<file path="src/rtl/dec_stage.sv">
// -----------------------------------------------------------------------------
// dec_stage : decode stage of the 5-stage RV32I pipeline.
//
// Takes the IF/ID register contents from fetch (pc, pc+4, valid) and the imem
// read data. It decodes control fields and the immediate, and registers them
// into ID/EX. It also detects load-use hazards and asks fetch to hold.
//
// Optional feature: define DEC_ILLEGAL_EN to flag opcodes outside the RV32I
// base set, and SYSTEM with funct3!=0, as illegal. Otherwise o_illegal is
// tied 0 and unknown opcodes decode as NOP.
//
// Ports
//   i_clk, i_rst_n          clock, asynchronous active-low reset
//   i_inst, i_vld           IF/ID instruction word and valid
//   i_pc, i_nxt_pc          IF/ID pc and pc+4
//   i_flush                 redirect from fetch: kill the instruction in ID
//   o_hold                  load-use stall request to fetch (combinational)
//   o_rs1_addr, o_rs2_addr  register file read indices (combinational)
//   o_vld..o_illegal        ID/EX register contents
//   o_dbg_state             FSM state (0 = RUN, 1 = STALL)
//
// Handshake: there is no backpressure from EX. On each edge ID/EX loads either
// the decoded IF/ID instruction or a bubble. When o_hold is high, fetch must
// keep IF/ID unchanged for the next cycle.
// -----------------------------------------------------------------------------
module dec_stage #(
  parameter logic [31:0] NOP_INST = 32'h00000013
) (
  input  logic        i_clk,
  input  logic        i_rst_n,
  input  logic [31:0] i_inst,
  input  logic        i_vld,
  input  logic [31:0] i_pc,
  input  logic [31:0] i_nxt_pc,
  input  logic        i_flush,
  output logic        o_hold,
  output logic [4:0]  o_rs1_addr,
  output logic [4:0]  o_rs2_addr,
  output logic        o_vld,
  output logic [31:0] o_pc,
  output logic [31:0] o_nxt_pc,
  output logic [31:0] o_inst,
  output logic [4:0]  o_rd_addr,
  output logic [31:0] o_imm,
  output logic [2:0]  o_opsel,
  output logic        o_branch,
  output logic        o_jal,
  output logic        o_jalr,
  output logic        o_mem_rd,
  output logic        o_mem_wr,
  output logic        o_reg_wr,
  output logic        o_halt,
  output logic        o_illegal,
  output logic        o_dbg_state
);

  localparam logic [6:0] OP_LUI    = 7'b0110111;
  localparam logic [6:0] OP_AUIPC  = 7'b0010111;
  localparam logic [6:0] OP_JAL    = 7'b1101111;
  localparam logic [6:0] OP_JALR   = 7'b1100111;
  localparam logic [6:0] OP_BRANCH = 7'b1100011;
  localparam logic [6:0] OP_LOAD   = 7'b0000011;
  localparam logic [6:0] OP_STORE  = 7'b0100011;
  localparam logic [6:0] OP_OPIMM  = 7'b0010011;
  localparam logic [6:0] OP_OP     = 7'b0110011;
  localparam logic [6:0] OP_FENCE  = 7'b0001111;
  localparam logic [6:0] OP_SYSTEM = 7'b1110011;

  typedef enum logic {ST_RUN = 1'b0, ST_STALL = 1'b1} state_e;
  state_e state;

  logic [6:0]  opcode;
  logic [2:0]  funct3;
  logic [4:0]  rd;
  logic        is_lui, is_auipc, is_jal, is_jalr, is_branch;
  logic        is_load, is_store, is_opimm, is_op, is_fence, is_system;
  logic        illegal_d, reg_wr_d, halt_d;
  logic        rs1_used, rs2_used, haz, issue;
  logic [31:0] imm_d;

  assign opcode     = i_inst[6:0];
  assign funct3     = i_inst[14:12];
  assign rd         = i_inst[11:7];
  assign o_rs1_addr = i_inst[19:15];
  assign o_rs2_addr = i_inst[24:20];

  assign is_lui    = (opcode == OP_LUI);
  assign is_auipc  = (opcode == OP_AUIPC);
  assign is_jal    = (opcode == OP_JAL);
  assign is_jalr   = (opcode == OP_JALR);
  assign is_branch = (opcode == OP_BRANCH);
  assign is_load   = (opcode == OP_LOAD);
  assign is_store  = (opcode == OP_STORE);
  assign is_opimm  = (opcode == OP_OPIMM);
  assign is_op     = (opcode == OP_OP);
  assign is_fence  = (opcode == OP_FENCE);
  assign is_system = (opcode == OP_SYSTEM);

`ifdef DEC_ILLEGAL_EN
  assign illegal_d = ~(is_lui | is_auipc | is_jal | is_jalr | is_branch | is_load |
                       is_store | is_opimm | is_op | is_fence | is_system) |
                     (is_system & (funct3 != 3'd0));
`else
  assign illegal_d = 1'b0;
`endif

  assign reg_wr_d = (is_op | is_opimm | is_load | is_lui | is_auipc | is_jal | is_jalr) &
                    (rd != 5'd0);
  assign halt_d   = is_system & (funct3 == 3'd0);

  // The immediate is selected by opcode; every other format, including
  // R-type, SYSTEM and FENCE, carries zero.
  always_comb begin
    imm_d = '0;
    case (opcode)
      OP_OPIMM, OP_LOAD, OP_JALR: imm_d = {{20{i_inst[31]}}, i_inst[31:20]};
      OP_STORE:  imm_d = {{20{i_inst[31]}}, i_inst[31:25], i_inst[11:7]};
      OP_BRANCH: imm_d = {{19{i_inst[31]}}, i_inst[31], i_inst[7], i_inst[30:25],
                          i_inst[11:8], 1'b0};
      OP_JAL:    imm_d = {{11{i_inst[31]}}, i_inst[31], i_inst[19:12], i_inst[20],
                          i_inst[30:21], 1'b0};
      OP_LUI, OP_AUIPC: imm_d = {i_inst[31:12], 12'h000};
      default:   imm_d = '0;
    endcase
  end

  // Load-use hazard against the load sitting in ID/EX. Illegal instructions
  // never stall (illegal_d is constant 0 when the feature is off).
  assign rs1_used = ~(is_lui | is_auipc | is_jal);
  assign rs2_used = is_op | is_store | is_branch;
  assign haz = i_vld & o_vld & o_mem_rd & (o_rd_addr != 5'd0) & ~illegal_d &
               ((rs1_used & (o_rs1_addr == o_rd_addr)) |
                (rs2_used & (o_rs2_addr == o_rd_addr)));

  assign o_hold = haz & ~i_flush;

  // Flush and hazard both suppress issue; the stalled instruction is re-offered
  // by fetch next cycle, when o_vld=0 guarantees haz is false.
  assign issue = i_vld & ~i_flush & ~haz;

  assign o_dbg_state = state;

  always_ff @(posedge i_clk or negedge i_rst_n) begin
    if (!i_rst_n) begin
      state     <= ST_RUN;
      o_vld     <= 1'b0;
      o_pc      <= '0;
      o_nxt_pc  <= '0;
      o_inst    <= NOP_INST;
      o_rd_addr <= '0;
      o_imm     <= '0;
      o_opsel   <= '0;
      o_branch  <= 1'b0;
      o_jal     <= 1'b0;
      o_jalr    <= 1'b0;
      o_mem_rd  <= 1'b0;
      o_mem_wr  <= 1'b0;
      o_reg_wr  <= 1'b0;
      o_halt    <= 1'b0;
      o_illegal <= 1'b0;
    end else begin
      case (state)
        ST_RUN:   state <= (haz & ~i_flush) ? ST_STALL : ST_RUN;
        ST_STALL: state <= ST_RUN;
        default:  state <= ST_RUN;
      endcase

      if (issue) begin
        o_vld     <= 1'b1;
        o_pc      <= i_pc;
        o_nxt_pc  <= i_nxt_pc;
        o_inst    <= i_inst;
        o_rd_addr <= rd;
        o_imm     <= illegal_d ? 32'd0 : imm_d;
        o_opsel   <= funct3;
        o_branch  <= is_branch;
        o_jal     <= is_jal;
        o_jalr    <= is_jalr;
        o_mem_rd  <= is_load;
        o_mem_wr  <= is_store;
        o_reg_wr  <= reg_wr_d;
        o_halt    <= halt_d;
        o_illegal <= illegal_d;
      end else begin
        // Bubble: pc/imm/rd/opsel keep their old values so they stay stable.
        o_vld     <= 1'b0;
        o_inst    <= NOP_INST;
        o_branch  <= 1'b0;
        o_jal     <= 1'b0;
        o_jalr    <= 1'b0;
        o_mem_rd  <= 1'b0;
        o_mem_wr  <= 1'b0;
        o_reg_wr  <= 1'b0;
        o_halt    <= 1'b0;
        o_illegal <= 1'b0;
      end
    end
  end

endmodule
</file>
<file path="config.mk">
export PLATFORM = sky130hd
export DESIGN_NAME = dec_stage
export DESIGN_NICKNAME = d
export VERILOG_FILES = /design/src/rtl/dec_stage.sv
export SDC_FILE = /design/constraint.sdc
export NUM_CORES = 1
export LEC_CHECK = 0
export CAP_MARGIN = 20
export CORE_MARGIN = 2
export CORE_UTILIZATION = 43
export DETAILED_ROUTE_END_ITERATION = 7
export DONT_BUFFER_PORTS = 1
export GPL_TIMING_DRIVEN = 0
export PLACE_DENSITY = 0.63
export SYNTH_ARGS = -nofsm -noshare
export SYNTH_HDL_FRONTEND = slang
export SYNTH_SLANG_ARGS = --single-unit
</file>
<file path="constraint.sdc">
create_clock -name i_clk -period 4 [get_ports i_clk]
set_clock_uncertainty 0.05 [all_clocks]
set_input_delay 0.2 -clock i_clk [delete_from_list [all_inputs] [get_ports i_clk]]
set_output_delay 0.2 -clock i_clk [all_outputs]
set_load 0.005 [all_outputs]
</file>
# Yosys cells after proc, flatten, opt, wreduce, memory -nomap -nowiden
# Cells that the tools add are included.
dict set report word_totals {
  input_bits 100
  register_bits 145
  output_inout_bits 157
  word_cells 70
}
dict set report classes {
  n_bitwise 26
  n_eq_ne 12
  muxes 12
  n_reduce_logical 5
}
# op count
set ops {}
lappend ops {{one-hot mux 32 bit (5 select lines)} 1}
lappend ops {{two-way mux 32 bit} 1}
lappend ops {{== test 7 bit, second input constant} 4}
lappend ops {{== test 7 x 6 -> 1 bit, second input constant} 3}
lappend ops {{== test 7 x 5 -> 1 bit, second input constant} 2}
lappend ops {{AND 1 bit} 11}
lappend ops {{bitwise OR 1 bit} 11}
lappend ops {{== test 5 bit} 2}
lappend ops {{nonzero test 5 bit} 2}
lappend ops {{two-way mux 1 bit} 9}
lappend ops {{== test 7 x 2 -> 1 bit, second input constant} 1}
lappend ops {{NOT 1 bit} 4}
lappend ops {{logical NOT 3 bit} 1}
lappend ops {{OR reduction 3 bit} 1}
lappend ops {{one-hot mux 1 bit (2 select lines)} 1}
lappend ops {{OR reduction 2 bit} 1}

# Depth between registers and ports, before layout
dict set report logic_depth {
  ltp_word 10
  ltp_mapped 8
  mapped_depth_nobuf 5
}

# Worst setup path after synthesis
# OpenSTA, ideal clock, no wires.
dict set report synth_timing {
  path_kind {register to register}
  start {register o_rd_addr[1]}
  end {register o_pc[0]}
  setup_slack_ns 1.584
  t_required_ns 3.822
  arrival_time_ns 2.238
  setup_time_ns 0.128
  path_stages_with_launch 8
  path_buffers 2
  synth_period_minus_slack_ns 2.416
  cell_sequence {dfrtp_1 > or4_1 > o21ai_1 > and4b_1 > a211oi_4 > buf_4 > buf_4 > mux2_1}
}
dict set report synth_via {
  elab_chain_len 6
  word_cells_on_any_way 10
  cone_classes {2 x eq/ne; 7 x bitwise; 1 x reduce/logical}
}
# element line_no
set synth_rtl {}
lappend synth_rtl {{from (decl)} 43} ;# output logic [4:0] o_rd_addr,
lappend synth_rtl {{from (signal assigned)} 173} ;# o_rd_addr <= rd;
lappend synth_rtl {{== test 5 bit (on tied branches)} {132, 133}}
lappend synth_rtl {{AND 1 bit (on tied branches)} {132, 133}}
lappend synth_rtl {{bitwise OR 1 bit} 132} ;# ((rs1_used & (o_rs1_addr == o_rd_addr)) |
lappend synth_rtl {{AND 1 bit *} 131} ;# assign haz = i_vld & o_vld & o_mem_rd & (o_rd_addr != 5'd0) & ~illegal_d &
lappend synth_rtl {{NOT 1 bit *} 139} ;# assign issue = i_vld & ~i_flush & ~haz;
lappend synth_rtl {{AND 1 bit *} 139}
lappend synth_rtl {{to (signal assigned)} 170} ;# o_pc <= i_pc;
lappend synth_rtl {{to (decl)} 40} ;# output logic [31:0] o_pc,
# Every way passes the cells marked *; elsewhere a longest branch is shown, timed or not.
# A chain may end at the register's enable or synchronous reset.

# Worst setup path in the final report
dict set report layout_timing {
  start {register o_rd_addr[4]}
  end {output o_hold}
}
dict set report layout_via {
  elab_chain_len 5
  word_cells_on_any_way 9
  cone_classes {2 x eq/ne; 6 x bitwise; 1 x reduce/logical}
}
# element line_no
set layout_rtl {}
lappend layout_rtl {{== test 5 bit (on tied branches)} {132, 133}}
lappend layout_rtl {{AND 1 bit (on tied branches)} {132, 133}}
lappend layout_rtl {{bitwise OR 1 bit} 132}
lappend layout_rtl {{AND 1 bit *} 131}
lappend layout_rtl {{AND 1 bit *} 135} ;# assign o_hold = haz & ~i_flush;
lappend layout_rtl {{to (decl)} 36} ;# output logic o_hold,
# Marked as above.

==> summary.txt <==
Status - finished clean
Fin. Hold Viols - 0
Fmax - 333 MHz
Synth cell count leaders - dfrtp_1, mux2_2, and2_1, o22a_1, a21oi_1
Hold crit path type - input pin to flip-flop
Wirelength per Cell - 21.2 microns
HPWL after DPL - 10400 microns
DR iter-0 viols - 184
Max stage delay cell, worst path - nor4_1
Distinct cell type count after synthesis - 46
Sw power - 0.886 mW
Synth Warn # - 0
Clk_lat worst skew - 0.42 ns
ANT cells - 0
Flops & latches, synth - 145
Seq pwr share - 46.6%
Minimum clock period - 3.00 ns
Logic pwr share - 9.6%
Post-Synthesis Cells - 438
CTS Sinks - 145
Fin crit share - 75.0%
Worst hold slack - 0.0128 ns
I/O pins - 257
Final Slew Violations - 0
Initial Utilization - 44.1%
Pre-Repair DR Iteration Count - 4
Max Root-Sink Buffers - 2
Max Cap Viol - 0
Final setup vio count - 0
Die area - 0.0146 sq mm
Top FF cell, synth - dfrtp_1
Pint - 2.87 mW
VDD IR max - 263 uV
Synth Area per Inst - 13.4 sq um
First-pass GRT wire length - 23600 microns
Lkg Pwr - 3.38 nW
Multi-input combinational cell area - 0.00198 sq mm
RSZ-0062 raised after global routing - false
Layout cells sized above 1 - 22.0%
Async set-or-reset flop fraction in the synthesized netlist - 100%
FP Rows - 42
Worst relative slew slack - 34.3%
Worst Setup End Kind - output pin
Switching part of the total - 23.6%
Cell taking the most area after synthesis - dfrtp_1
Element type at the critical path start - flip-flop
Number of global-route vias before repair - 4181
Final Util - 57.8%
Routed Antenna Nets - 0
FF/Latch Area - 0.00363 sq mm
Clk root buf - clkbuf_16
Worst-Margin Slew - 0.982 ns
Die height - 121 microns
CP peak stage delay - 0.69 ns
GR Overflow Total - 0
Largest net degree at the start of global routing - 146
Net count, final - 654
Cell Chain, Critical Path - xnor2_1, nand3_1, nor4_1, a21o_1, clkbuf_1, nor2b_1
Post-synth design cell area - 0.00586 sq mm
Wirelength, routed - 15800 microns
Sequential area share after synthesis - 61.9%
Routability cong. - 0.829
Worst Path Required - 3.75 ns
Core area - 0.0133 sq mm
Routed vias/inst - 5.38
Top-count cell post-synth - dfrtp_1
Gr usage total - 21.8%
CTS tree - yes
TNS Setup - 0 ns
CTS clk-pin slew, worst paths - 0.06 ns
Clock network power share - 43.8%
Critical Path AT - 2.75 ns
H-tree depth - 4
Number of post-CTS setup repair buffers - 0
EDFF count, synth - 0
Power per cell area - 489 mW/mm^2
Critical path class - flip-flop to output pin
Share of the synthesized area in the top cell type - 60.6%
Area contributors post-synth - dfrtp_1, mux2_2, and2_1
Crit-path max FO - 10
Die Wd - 121 microns
Routed vias - 3997
Initial antenna violation count - 0
Synth Net Count - 538
Fillers - 1072
CTS Buf Count - 17
Area grow syn2layout - 31.1%
Buffers on Ports - 0
Drc violations - 0
[registers in the layout, summed over array words and instances (netlist names), 3 cells and up]
register / cells
o_pc: 32
o_imm: 32
o_inst: 32
o_nxt_pc: 32
o_opsel: 3
o_rd_addr: 5
[area by class of cell]
type / count / share of cell area (%)
buffer: 40 / 2.77
clock buffer: 18 / 5.58
clock inverter: 14 / 2.47
inverter: 10 / 0.488
multi-input combinational: 243 / 25.8
sequential: 145 / 47.2
tap: 176 / 2.86
timing repair buffer: 97 / 12.8
[worst max-delay path, delay by kind of cell (launching register included)]
family | cells | cell delay [ns]
xor gates and xnor gates | 1 | 0.20
AOI/OAI and AO/OA | 1 | 0.25
buffers and inverters | 1 | 0.40
DFF | 1 | 0.47
and+or+nand+nor | 3 | 1.02
[worst paths after layout]
check	startpoint	cells after the start	to	slack [ns]
max reg2reg	o_rd_addr[1]$_DFFE_PN0P_	7	o_pc[5]$_DFFE_PN0P_	1.06
max in group asynchronous	i_rst_n	2	o_halt$_DFF_PN0_	2.91
max	o_rd_addr[4]$_DFFE_PN0P_	6	o_hold	1.0
min reg2reg	o_dbg_state$_DFF_PN0_	1	o_dbg_state$_DFF_PN0_	0.43
min in group asynchronous	i_rst_n	2	o_nxt_pc[27]$_DFFE_PN0P_	0.30
min	i_inst[11]	2	o_imm[4]$_DFFE_PN0P_	0.01
[power groups by stage]
stage                     combinational, mW  clock, mW  sequential, mW
final                                 0.362       1.65            1.75
after global routing                  0.399       1.75            1.77
after CTS                             0.364       1.68            1.75
after detailed placement              0.250          0            1.78
after global placement                0.241          0            1.77
after floorplan                       0.213          0            1.73
[cell families (layout without fill, tap and decap cells)]
family,count (synthesis),in the layout,synth area share [%]
compound gates,65,65,8.41
xor+xnor,10,10,1.49
buf+inv,50,179,4.27
flops,145,145,61.9
mux,78,78,14.9
other cells,1,1,0.0639
simple gates,89,89,8.94
[through the flow]
stage                     setup WS (ns)  instance area, sq um  power, mW  std cells
after floorplan                    1.58                  5860       1.95        438
after global placement             1.07                  6080       2.02        614
after detailed placement           1.07                  6080       2.03        614
after CTS                         0.981                  7670       3.80        741
after global routing              0.874                  7690       3.92        743
final                             0.999                  7690       3.76        743
[layout by cell type, fill, tap and decap left out, types with 3 or more instances in the layout]
master,instances
dfrtp_1,142
dlygate4sd3_1,95
mux2_2,64
and2_1,31
o22a_1,21
clkbuf_16,17
a21oi_1,16
clkbuf_1,15
nand2_1,13
buf_4,13
buf_2,11
mux2_1,10
inv_1,10
nand3_1,9
xor2_1,7
and3_1,6
o22ai_1,6
nor2_1,5
a211o_1,5
clkinvlp_4,5
nor2b_1,4
nand2b_1,4
mux2i_1,4
a221o_1,4
bufinv_16,4
xnor2_1,3
clkinv_2,3
dfstp_2,3
[routing by layer]
layer | routed length [microns] | global-route usage, % | vias to the layer above | part of all wire [%]
met1 | 6150 | 24.9 | 2026 | 39
met5 | 0 | 0 | - | 0
li1 | - | - | 1763 | -
met2 | 7950 | 36.7 | 180 | 50
met3 | 1280 | 8.73 | 28 | 8.1
met4 | 375 | 8.72 | 0 | 2.4
[repair_timing]
action                                 4_1_cts  5_1_grt
hold buffers                                95        1
gates resized for setup                      0        0
endpoints found under the hold margin      275        1
(Power assumes the default switching activity.)
